**config.mk**
```make
export PLATFORM = sky130hd
export DESIGN_NAME = pe_multilane
export DESIGN_NICKNAME = d
export VERILOG_FILES = /design/src/rtl/pe_pkg.sv /design/src/rtl/pe_mac_lane.sv /design/src/rtl/pe_multilane.sv
export SDC_FILE = /design/constraint.sdc
export NUM_CORES = 2
export LEC_CHECK = 0
export CAP_MARGIN = 0
export CORE_ASPECT_RATIO = 1.25
export CORE_MARGIN = 10
export CORE_UTILIZATION = 63
export CTS_CLUSTER_DIAMETER = 100
export DETAILED_ROUTE_END_ITERATION = 6
export PLACE_DENSITY = 0.84
export SLEW_MARGIN = 20
export SYNTH_ARGS = -nofsm -noshare
export SYNTH_HDL_FRONTEND = slang
export SYNTH_SLANG_ARGS = --single-unit
```
**constraint.sdc**
```tcl
create_clock -name clk -period 10.6 [get_ports clk]
set_clock_uncertainty 0.05 [all_clocks]
set_input_delay 2.12 -clock clk [delete_from_list [all_inputs] [get_ports clk]]
set_output_delay 2.12 -clock clk [all_outputs]
set_load 0.1 [all_outputs]
```
**src/rtl/pe_pkg.sv**
```systemverilog
// Shared types and arithmetic helpers for the multi-lane dot-product PE.
// Latency: n/a (package). Backpressure: n/a.
// PE_SATURATE_EN selects clamping instead of wrap in the MAC lanes via sat_add.
package pe_pkg;

    typedef enum logic [1:0] {
        PE_IDLE    = 2'd0,
        PE_COMPUTE = 2'd1,
        PE_RESULT  = 2'd2
    } pe_state_t;

    // Wide enough to hold any accumulator sum exactly, so range checks never wrap.
    localparam int PE_WIDE = 64;

    function automatic logic signed [PE_WIDE-1:0] ACC_MAX(input int w);
        logic signed [PE_WIDE-1:0] one;
        one = PE_WIDE'(1);
        return (one <<< (w - 1)) - one;
    endfunction

    function automatic logic signed [PE_WIDE-1:0] ACC_MIN(input int w);
        logic signed [PE_WIDE-1:0] one;
        one = PE_WIDE'(1);
        return -(one <<< (w - 1));
    endfunction

    function automatic logic signed [PE_WIDE-1:0] sat_add(
        input logic signed [PE_WIDE-1:0] a,
        input logic signed [PE_WIDE-1:0] b,
        input int                        w
    );
        logic signed [PE_WIDE-1:0] s;
        s = a + b;
        if (s > ACC_MAX(w)) begin
            return ACC_MAX(w);
        end else if (s < ACC_MIN(w)) begin
            return ACC_MIN(w);
        end
        return s;
    endfunction

endpackage

```
**src/rtl/pe_mac_lane.sv**
```systemverilog
// One signed MAC lane with sticky overflow flag; wraps, or clamps under PE_SATURATE_EN.
// Latency: accumulator updates on the edge where en is high; clr has priority.
// Backpressure: none, the caller gates en with its handshake.
module pe_mac_lane
    import pe_pkg::*;
#(
    parameter int DATA_WIDTH  = 16,
    parameter int ACCUM_WIDTH = 35
) (
    input  logic                          clk,
    input  logic                          rst_n,
    input  logic                          clr,
    input  logic                          en,
    input  logic signed [DATA_WIDTH-1:0]  in1,
    input  logic signed [DATA_WIDTH-1:0]  in2,
    output logic signed [ACCUM_WIDTH-1:0] acc,
    output logic                          err
);

    localparam int PROD_W = 2 * DATA_WIDTH;
    localparam logic signed [PE_WIDE-1:0] MAX_W = ACC_MAX(ACCUM_WIDTH);
    localparam logic signed [PE_WIDE-1:0] MIN_W = ACC_MIN(ACCUM_WIDTH);

    logic signed [PROD_W-1:0]  prod;
    logic signed [PE_WIDE-1:0] acc_w;
    logic signed [PE_WIDE-1:0] prod_w;
    logic signed [PE_WIDE-1:0] sum_w;
    logic signed [PE_WIDE-1:0] next_w;
    logic                      ovf;

    assign prod = $signed({{DATA_WIDTH{in1[DATA_WIDTH-1]}}, in1})
                * $signed({{DATA_WIDTH{in2[DATA_WIDTH-1]}}, in2});

    assign acc_w  = {{(PE_WIDE-ACCUM_WIDTH){acc[ACCUM_WIDTH-1]}}, acc};
    assign prod_w = {{(PE_WIDE-PROD_W){prod[PROD_W-1]}}, prod};
    // Exact sum in the wide domain; overflow means it left the accumulator's range.
    assign sum_w  = acc_w + prod_w;
    assign ovf    = (sum_w > MAX_W) || (sum_w < MIN_W);

`ifdef PE_SATURATE_EN
    assign next_w = sat_add(acc_w, prod_w, ACCUM_WIDTH);
`else
    assign next_w = sum_w;
`endif

    always_ff @(posedge clk or negedge rst_n) begin
        if (!rst_n) begin
            acc <= '0;
            err <= 1'b0;
        end else if (clr) begin
            acc <= '0;
            err <= 1'b0;
        end else if (en) begin
            acc <= next_w[ACCUM_WIDTH-1:0];
            if (ovf) begin
                err <= 1'b1;
            end
        end
    end

endmodule

```
**src/rtl/pe_multilane.sv**
```systemverilog
// Multi-lane dot-product PE: row buffer of A times LANES columns of B, runtime length K.
// Latency: totals valid the cycle after the last accepted beat (K+1 from start); PE_SATURATE_EN clamps.
// Backpressure: col_ready only in COMPUTE; results held in RESULT until res_ready.
module pe_multilane
    import pe_pkg::*;
#(
    parameter int P           = 8,
    parameter int LANES       = 4,
    parameter int DATA_WIDTH  = 16,
    parameter int ACCUM_WIDTH = 2 * DATA_WIDTH + $clog2(P),
    parameter int P_WIDTH     = (P <= 1) ? 1 : $clog2(P),
    parameter int LEN_WIDTH   = $clog2(P + 1)
) (
    input  logic                           clk,
    input  logic                           rst_n,
    input  logic                           load_row,
    input  logic [P*DATA_WIDTH-1:0]        row,
    input  logic                           start,
    input  logic [LEN_WIDTH-1:0]           len,
    input  logic                           col_valid,
    output logic                           col_ready,
    input  logic [LANES*DATA_WIDTH-1:0]    col_data,
    output logic [P_WIDTH-1:0]             p,
    output logic                           busy,
    output logic                           res_valid,
    input  logic                           res_ready,
    output logic [LANES*ACCUM_WIDTH-1:0]   total,
    output logic [LANES-1:0]               err
);

    localparam logic [LEN_WIDTH-1:0] P_LEN = LEN_WIDTH'(P);

    pe_state_t                 state_q;
    pe_state_t                 state_d;
    logic [DATA_WIDTH-1:0]     row_buf [P];
    logic [LEN_WIDTH-1:0]      klat;
    logic [LEN_WIDTH-1:0]      len_clamped;
    logic                      last_beat;
    logic                      lane_clr;
    logic                      lane_en;

    assign len_clamped = (len > P_LEN) ? P_LEN : len;
    assign last_beat   = (LEN_WIDTH'(p) == (klat - LEN_WIDTH'(1)));
    assign busy        = (state_q != PE_IDLE);

    always_comb begin
        state_d   = state_q;
        col_ready = 1'b0;
        res_valid = 1'b0;
        lane_clr  = 1'b0;
        lane_en   = 1'b0;
        case (state_q)
            PE_IDLE: begin
                if (start) begin
                    lane_clr = 1'b1;
                    state_d  = (len == '0) ? PE_RESULT : PE_COMPUTE;
                end
            end
            PE_COMPUTE: begin
                col_ready = 1'b1;
                if (col_valid) begin
                    lane_en = 1'b1;
                    if (last_beat) begin
                        state_d = PE_RESULT;
                    end
                end
            end
            PE_RESULT: begin
                res_valid = 1'b1;
                if (res_ready) begin
                    state_d = PE_IDLE;
                end
            end
            default: state_d = PE_IDLE;
        endcase
    end

    always_ff @(posedge clk or negedge rst_n) begin
        if (!rst_n) begin
            state_q <= PE_IDLE;
            p       <= '0;
            klat    <= '0;
        end else begin
            state_q <= state_d;
            case (state_q)
                PE_IDLE: begin
                    if (start) begin
                        p    <= '0;
                        klat <= len_clamped;
                    end
                end
                PE_COMPUTE: begin
                    if (col_valid) begin
                        p <= p + P_WIDTH'(1);
                    end
                end
                PE_RESULT: begin
                    if (res_ready) begin
                        p <= '0;
                    end
                end
                default: p <= '0;
            endcase
        end
    end

    // A load coinciding with start lands on the same edge, so the first beat already sees the new row.
    always_ff @(posedge clk or negedge rst_n) begin
        if (!rst_n) begin
            for (int i = 0; i < P; i++) begin
                row_buf[i] <= '0;
            end
        end else if (load_row && (state_q == PE_IDLE)) begin
            for (int i = 0; i < P; i++) begin
                row_buf[i] <= row[i*DATA_WIDTH +: DATA_WIDTH];
            end
        end
    end

    for (genvar g = 0; g < LANES; g++) begin : g_lane
        pe_mac_lane #(
            .DATA_WIDTH  (DATA_WIDTH),
            .ACCUM_WIDTH (ACCUM_WIDTH)
        ) u_lane (
            .clk   (clk),
            .rst_n (rst_n),
            .clr   (lane_clr),
            .en    (lane_en),
            .in1   (row_buf[p]),
            .in2   (col_data[g*DATA_WIDTH +: DATA_WIDTH]),
            .acc   (total[g*ACCUM_WIDTH +: ACCUM_WIDTH]),
            .err   (err[g])
        );
    end

endmodule

```
Word level (Yosys, flattened, before mapping)
Index checks and enable logic that the tools add are counted.
{ "classes": {"n_addsub": 6, "mul": 4, "order_cmp": 10, "n_eq_ne": 7, "muxes": 40, "bitwise_logic": 1, "reduce_logical": 20} }
{ "ops": {"columns": ["operator", "n"], "rows": [
  ["35-bit 2-to-1 mux", 8],
  ["64-bit by 35-bit > comparator with 1-bit output (second input constant)", 4],
  ["64-bit by 35-bit less-than comparator with 1-bit output (second input constant)", 4],
  ["35-bit by 32-bit adder with 36-bit output", 4],
  ["16-bit by 16-bit multiplier with 32-bit output", 4],
  ["16-bit binary-select mux with 3-bit select", 1],
  ["16-bit 2-to-1 mux", 2],
  ["1-bit 2-to-1 mux", 18],
  ["2-bit nonzero test", 6],
  ["2-bit 2-to-1 mux", 5],
  ["2-bit AND reduction", 5],
  ["3-bit 2-to-1 mux", 3],
  ["3-bit case mux with 3 select lines", 1],
  ["2-bit != test (second input constant)", 4],
  ["2-bit case mux with 3 select lines", 1],
  ["3-bit by 4-bit equality test with 1-bit output", 1],
  ["4-bit >= comparator (second input constant)", 1],
  ["4-bit > comparator (second input constant)", 1],
  ["4-bit logical NOT", 1],
  ["1-bit logical OR", 4],
  ["4-bit 2-to-1 mux", 1],
  ["3-bit NOT with 4-bit output", 1],
  ["4-bit AND reduction", 1],
  ["4-bit by 1-bit subtractor with 4-bit output (second input constant)", 1],
  ["6 further kinds", 6]
]} }
{ "word_totals": {"reg_bits": 281, "input_bits": 202} }

Longest topological paths before layout
{ "depth": {"word_depth": 11, "mapped_depth": 29, "depth_no_buf": 26} }

Hierarchy
Synthesis repeated with hierarchy kept, for this count alone.
{ "hier_totals": {"hier_cells": 6030, "area_unflattened_um2": 59019.1} }
{ "by_module_without_submodules": {"columns": ["module", "instances", "cells_each", "area_per_inst_um2", "seq_area_each_um2"], "rows": [
  ["pe_mac_lane (g_lane[1].u_lane ...)", 2, 1417, 13231.4, 900.9],
  ["pe_mac_lane (g_lane[3].u_lane)", 1, 1420, 13215.2, 900.9],
  ["pe_mac_lane (g_lane[0].u_lane)", 1, 1392, 13103.8, 900.9],
  ["pe_multilane", 1, 384, 6237.2, 3428.3]
]} }

Least setup slack after synthesis
No wires, ideal clock.
{ "synth_path": {"kind": "register -> register", "from": "register p[0]", "to": "register g_lane[1].u_lane.err", "setup_time_ns": 0.076, "t_arrival_ns": 8.757, "t_required_ns": 10.474, "slack_ns": 1.717, "path_stages_with_launch": 28, "synth_period_minus_slack_ns": 8.883, "path_cell_list": "dfrtp_1 buf_2 buf_1 mux4_2 mux2_2 clkbuf_1 and2_1 fa_1 inv_1 fa_1 inv_1 fa_1 fa_1 fa_1 inv_1 fa_1 inv_1 ha_1 a21o_1 a21o_1 o311a_1 a2bb2oi_1 a31oi_1 and4b_1 a211oi_2 xnor2_1 xnor3_1 o21ai_1"} }
{ "synth_between": {"elab_chain_cells": 10, "word_cells_on_any_way": 11, "cone_classes": "add/sub (1); mul (1); order compare (2); mux (3); bitwise (1); reduce/logical (3)"} }
{ "synth_rtl": {"columns": ["item", "line_no", "text"], "rows": [
  ["start, declared", "pe_multilane.sv:23", "output logic [P_WIDTH-1:0] p,"],
  ["start signal, assigned", "pe_multilane.sv:94", "p <= p + P_WIDTH'(1);"],
  ["3-bit NOT with 4-bit output (not written as such) *", "pe_multilane.sv:129", ".in1 (row_buf[p]),"],
  ["16-bit binary-select mux with 3-bit select *", "pe_multilane.sv:129", null],
  ["16-bit 2-to-1 mux (not written as such) * (2 in a row)", "pe_multilane.sv:129", null],
  ["16-bit by 16-bit multiplier with 32-bit output *", "pe_mac_lane.sv:32", "* $signed({{DATA_WIDTH{in2[DATA_WIDTH-1]}}, in2});"],
  ["35-bit by 32-bit adder with 36-bit output *", "pe_mac_lane.sv:37", "assign sum_w = acc_w + prod_w;"],
  ["64-bit by 35-bit > comparator with 1-bit output or 64-bit by 35-bit less-than comparator with 1-bit output (tied branches)", "pe_mac_lane.sv:38", "assign ovf = (sum_w > MAX_W) || (sum_w < MIN_W);"],
  ["1-bit logical OR *", "pe_mac_lane.sv:38", null],
  ["2-bit nonzero test (no line) *", null, null],
  ["2-bit AND reduction (no line) *", null, null],
  ["end signal, assigned", "pe_mac_lane.sv:49", "err <= 1'b0;"],
  ["end signal, assigned", "pe_mac_lane.sv:52", "err <= 1'b0;"],
  ["end signal, assigned", "pe_mac_lane.sv:56", "err <= 1'b1;"],
  ["end, declared", "pe_mac_lane.sv:17", "output logic err"]
]} }
Mark *: on every way between the ends. The rest lies on a longest branch, timed or not. The select of a mux whose other input is x is not followed.
A chain may end at the register's enable or synchronous reset.

Final worst setup path
{ "layout_path": {"from": "register p[0]", "to": "register g_lane[2].u_lane.err"} }
{ "layout_between": {"elab_chain_cells": 10, "word_cells_on_any_way": 11, "cone_classes": "add/sub (1); mul (1); order compare (2); mux (3); bitwise (1); reduce/logical (3)"} }
{ "layout_rtl": {"columns": ["item", "line_no"], "rows": [
  ["3-bit NOT with 4-bit output (not written as such) *", "pe_multilane.sv:129"],
  ["16-bit binary-select mux with 3-bit select *", "pe_multilane.sv:129"],
  ["16-bit 2-to-1 mux (not written as such) * (2 in a row)", "pe_multilane.sv:129"],
  ["16-bit by 16-bit multiplier with 32-bit output *", "pe_mac_lane.sv:32"],
  ["35-bit by 32-bit adder with 36-bit output *", "pe_mac_lane.sv:37"],
  ["64-bit by 35-bit > comparator with 1-bit output or 64-bit by 35-bit less-than comparator with 1-bit output (tied branches)", "pe_mac_lane.sv:38"],
  ["1-bit logical OR *", "pe_mac_lane.sv:38"],
  ["2-bit nonzero test (no line) *", null],
  ["2-bit AND reduction (no line) *", null],
  ["end signal, assigned", "pe_mac_lane.sv:49"],
  ["end signal, assigned", "pe_mac_lane.sv:52"],
  ["end signal, assigned", "pe_mac_lane.sv:56"],
  ["end, declared", "pe_mac_lane.sv:17"]
]} }
Marked as above.

==> run summary <==
=====================================================================================
Result of the run                                                        finished, violations left
Failing checks                                                                    DRC
Endpoint of the worst setup timing path                                  g_lane[2].u_lane.err$_DFFE_PN0P_
Post-Synthesis Cell Area                                                  0.0581 mm^2
Area taken by flip-flops and latches                                     0.00703 mm^2
Number of hold violations in the final report                                       0
Vertical die dimension                                                         360 um
Average cell area after synthesis                                           9.69 um^2
Post-route clock period utilization                                             0.893
Critical path's largest stage delay                                           0.88 ns
Global route total overflow                                                         0
Core ar.                                                                  0.0915 mm^2
Critical path's most frequent cell                                               fa_1
Crit. path cell count                                                              27
Flip-flop and latch count after synthesis                                         281
Clk Latency, worst-skew pair                                                  0.62 ns
Vias after detailed routing                                                     41700
Unique cell type count in the Yosys netlist                                        76
Count of yosys warnings during synthesis                                            0
Clock tree from TritonCTS                                                       built
Wire length of the first global-routing pass                                240000 um
Leading cell types in the layout, fill and taps excluded                 inv_1 (1568), fa_1 (1256), nand2_1 (645)
Predominant post-synthesis flop cell                                          dfrtp_1
Critical Path RT                                                             11.04 ns
Setup crit start                                                         p[0]$_DFFE_PN0P_
Buffers added on ports                                                            351
Top Ports                                                                         352
Kind of start point of the critical path                                         flop
Buffering stage count on the worst path with inverters included                     7
Library cell used as clock root buffer                                      clkbuf_16
Post-detailed-placement half-perimeter wirelength                           120000 um
Highest fanout seen on the critical path                                           41
Crit path max-delay family                                                adder cells
Post-CTS Hold Fix Bufs                                                              0
DRC Markers                                                                         1
Average wire per standard cell                                                19.5 um
Number of H-tree levels                                                             2
R2r worst-path depth                                                               27
Cell with the biggest individual delay on the critical path                   dfrtp_2
Portion of the post-synthesis area used by sequential elements                  0.121
Setup Fix Bufs, Post-CTS                                                            0
Arrival time worst endpoint                                                   9.91 ns
Die area                                                                   0.105 mm^2
Via count of the first global-routing pass                                      46900
Multi-input gate area in the final layout                                 0.0443 mm^2
Total Wirelength                                                            146000 um
Post-synth EDFFs                                                                    0
Rows                                                                              124
Fraction of final layout cells sized beyond drive strength 1                   0.0517
Initial core utilization                                                        0.635
Setup repair after global routing missed its margin                                no
Max Buffers Root-to-Sink                                                            3
Initial antenna violation count                                                    23
Post-synth ARST share                                                            1.00
# fillers                                                                        6670
Clock Sinks                                                                       281
Vias per cell                                                                    5.59
Number of setup violations in the final report                                      0
Most frequent standard cell in the layout excluding fill and tap cells          inv_1
R2R Path Start                                                           p[0]$_DFFE_PN0P_
Tmin final                                                                    9.47 ns
R2r endpoint                                                             g_lane[2].u_lane.err$_DFFE_PN0P_
Maximum number of pins on one net before global-route repair                      119
Max Transition Viols Final                                                          0
GRT Resource Usage Total                                                        0.286
Internal reg-to-reg setup slack                                               1.13 ns
Max-cap check violation count                                                       0
Class of the worst hold path                                             flop to flop
Max Clock Freq                                                                106 MHz
Die boundary width                                                             292 um
Setup TNS Final                                                                  0 ns
Synthesized instance count                                                       6001
Routability cong.                                                               0.950
Relative slew margins                                                           0.194
Total nets after synthesis                                                       7893
DRT antenna net count                                                               0
Number of cells upsized or downsized after cts                                      0
Cts bufs inserted                                                                  37
Clock transition at the registers of the reported paths                       0.06 ns
Worst Setup End Kind                                                             flop
Number of nets in the layout                                                     8110
Path type of the worst setup path                                        flop to flop
Iter 0 DRT Violations                                                            2575
Area growth from synthesis to layout                                            10.3%
Count of TritonRoute iterations in the first routing pass                           7
Transition at the pin with the smallest max-transition slack                  1.21 ns
=====================================================================================
metrics by stage:
| step | util | cells | setup WS [ns] | cell area, um^2 | hold slack [ns] |
|---|---|---|---|---|---|
| 2_1_floorplan | - | 6001 | 1.72 | 58100 | 0.407 |
| 4_1_cts | 0.700 | 7442 | 1.23 | 64100 | 0.455 |
| 3_3_place_gp | 0.686 | 7376 | 0.934 | 62800 | 0.431 |
| 3_5_place_dp | 0.686 | 7376 | 0.820 | 62800 | 0.441 |
| 6_report | 0.700 | 7456 | 1.13 | 64100 | 0.451 |
| 5_1_grt | 0.700 | 7453 | 0.769 | 64100 | 0.470 |
worst min-delay path, cell delays in order, from the launching register on:
cell	delay, ns
dfrtp_1	0.35
nand2_1	0.05
o21ai_1	0.06
how the worst min path moves through the flow:
stage / start / end / slack, ns / cells after the start
after floorplan: g_lane[1].u_lane.err$_DFFE_PN0P_ / g_lane[1].u_lane.err$_DFFE_PN0P_ / 0.41 / 2
after global placement: klat[3]$_DFFE_PN0P_ / klat[3]$_DFFE_PN0P_ / 0.43 / 2
after detailed placement: row_buf[25]$_DFFE_PN0P_ / row_buf[25]$_DFFE_PN0P_ / 0.44 / 1
after CTS: row_buf[25]$_DFFE_PN0P_ / row_buf[25]$_DFFE_PN0P_ / 0.45 / 1
after global routing: row_buf[19]$_DFFE_PN0P_ / row_buf[19]$_DFFE_PN0P_ / 0.47 / 1
final: g_lane[3].u_lane.err$_DFFE_PN0P_ / g_lane[3].u_lane.err$_DFFE_PN0P_ / 0.45 / 2
flip-flops by register name (all words and copies together) (netlist names):
signal	count
g_lane.u_lane.acc	140
g_lane.u_lane.err	4
state_q	2
p	3
klat	4
row_buf	128
layout make-up:
cell class                      count  area share
Multi-Input combinational cell   3918       0.692
Sequential cell                   281       0.110
Inverter                         1568      0.0918
Timing Repair Buffer              412      0.0623
Tap cell                         1197      0.0234
Clock buffer                       50      0.0160
Clock inverter                     16     0.00441
Antenna cell                       14    0.000547
per-layer routing:
metal / part of all wire / track usage
met4: 0.048 / 0.127
met1: 0.35 / 0.330
met2: 0.52 / 0.504
met3: 0.077 / 0.0648
met5: 0.00068 / 0
kinds of logic (layout without fill, tap and decap cells):
logic type                 count (synthesis)  after routing  synth area share
AOI/OAI and AO/OA                        503            503            0.0554
buffers and inverters                   1802           2046             0.117
adders and majority gates               1690           1690             0.526
DFF                                      281            281             0.121
other                                      0             14                 0
xor gates and xnor gates                 138            138            0.0213
and+or+nand+nor                         1404           1404             0.118
muxes                                    183            183            0.0415
cell usage after synthesis, types with 58 or more instances:
master	instances	area [um^2]
dfrtp_1	281	7030
ha_1	434	5430
a21oi_1	104	521
nor2_1	115	432
and2_1	518	3240
inv_1	1568	5890
xor2_1	58	508
mux2_2	144	1620
a21o_1	66	495
o21ai_0	158	791
fa_1	1256	25100
nand2_1	646	2420
xnor2_1	78	683
clkbuf_1	188	706
Power is not shown: default switching activity piles up to over one toggle a cycle in this logic, so the estimate is an artifact.
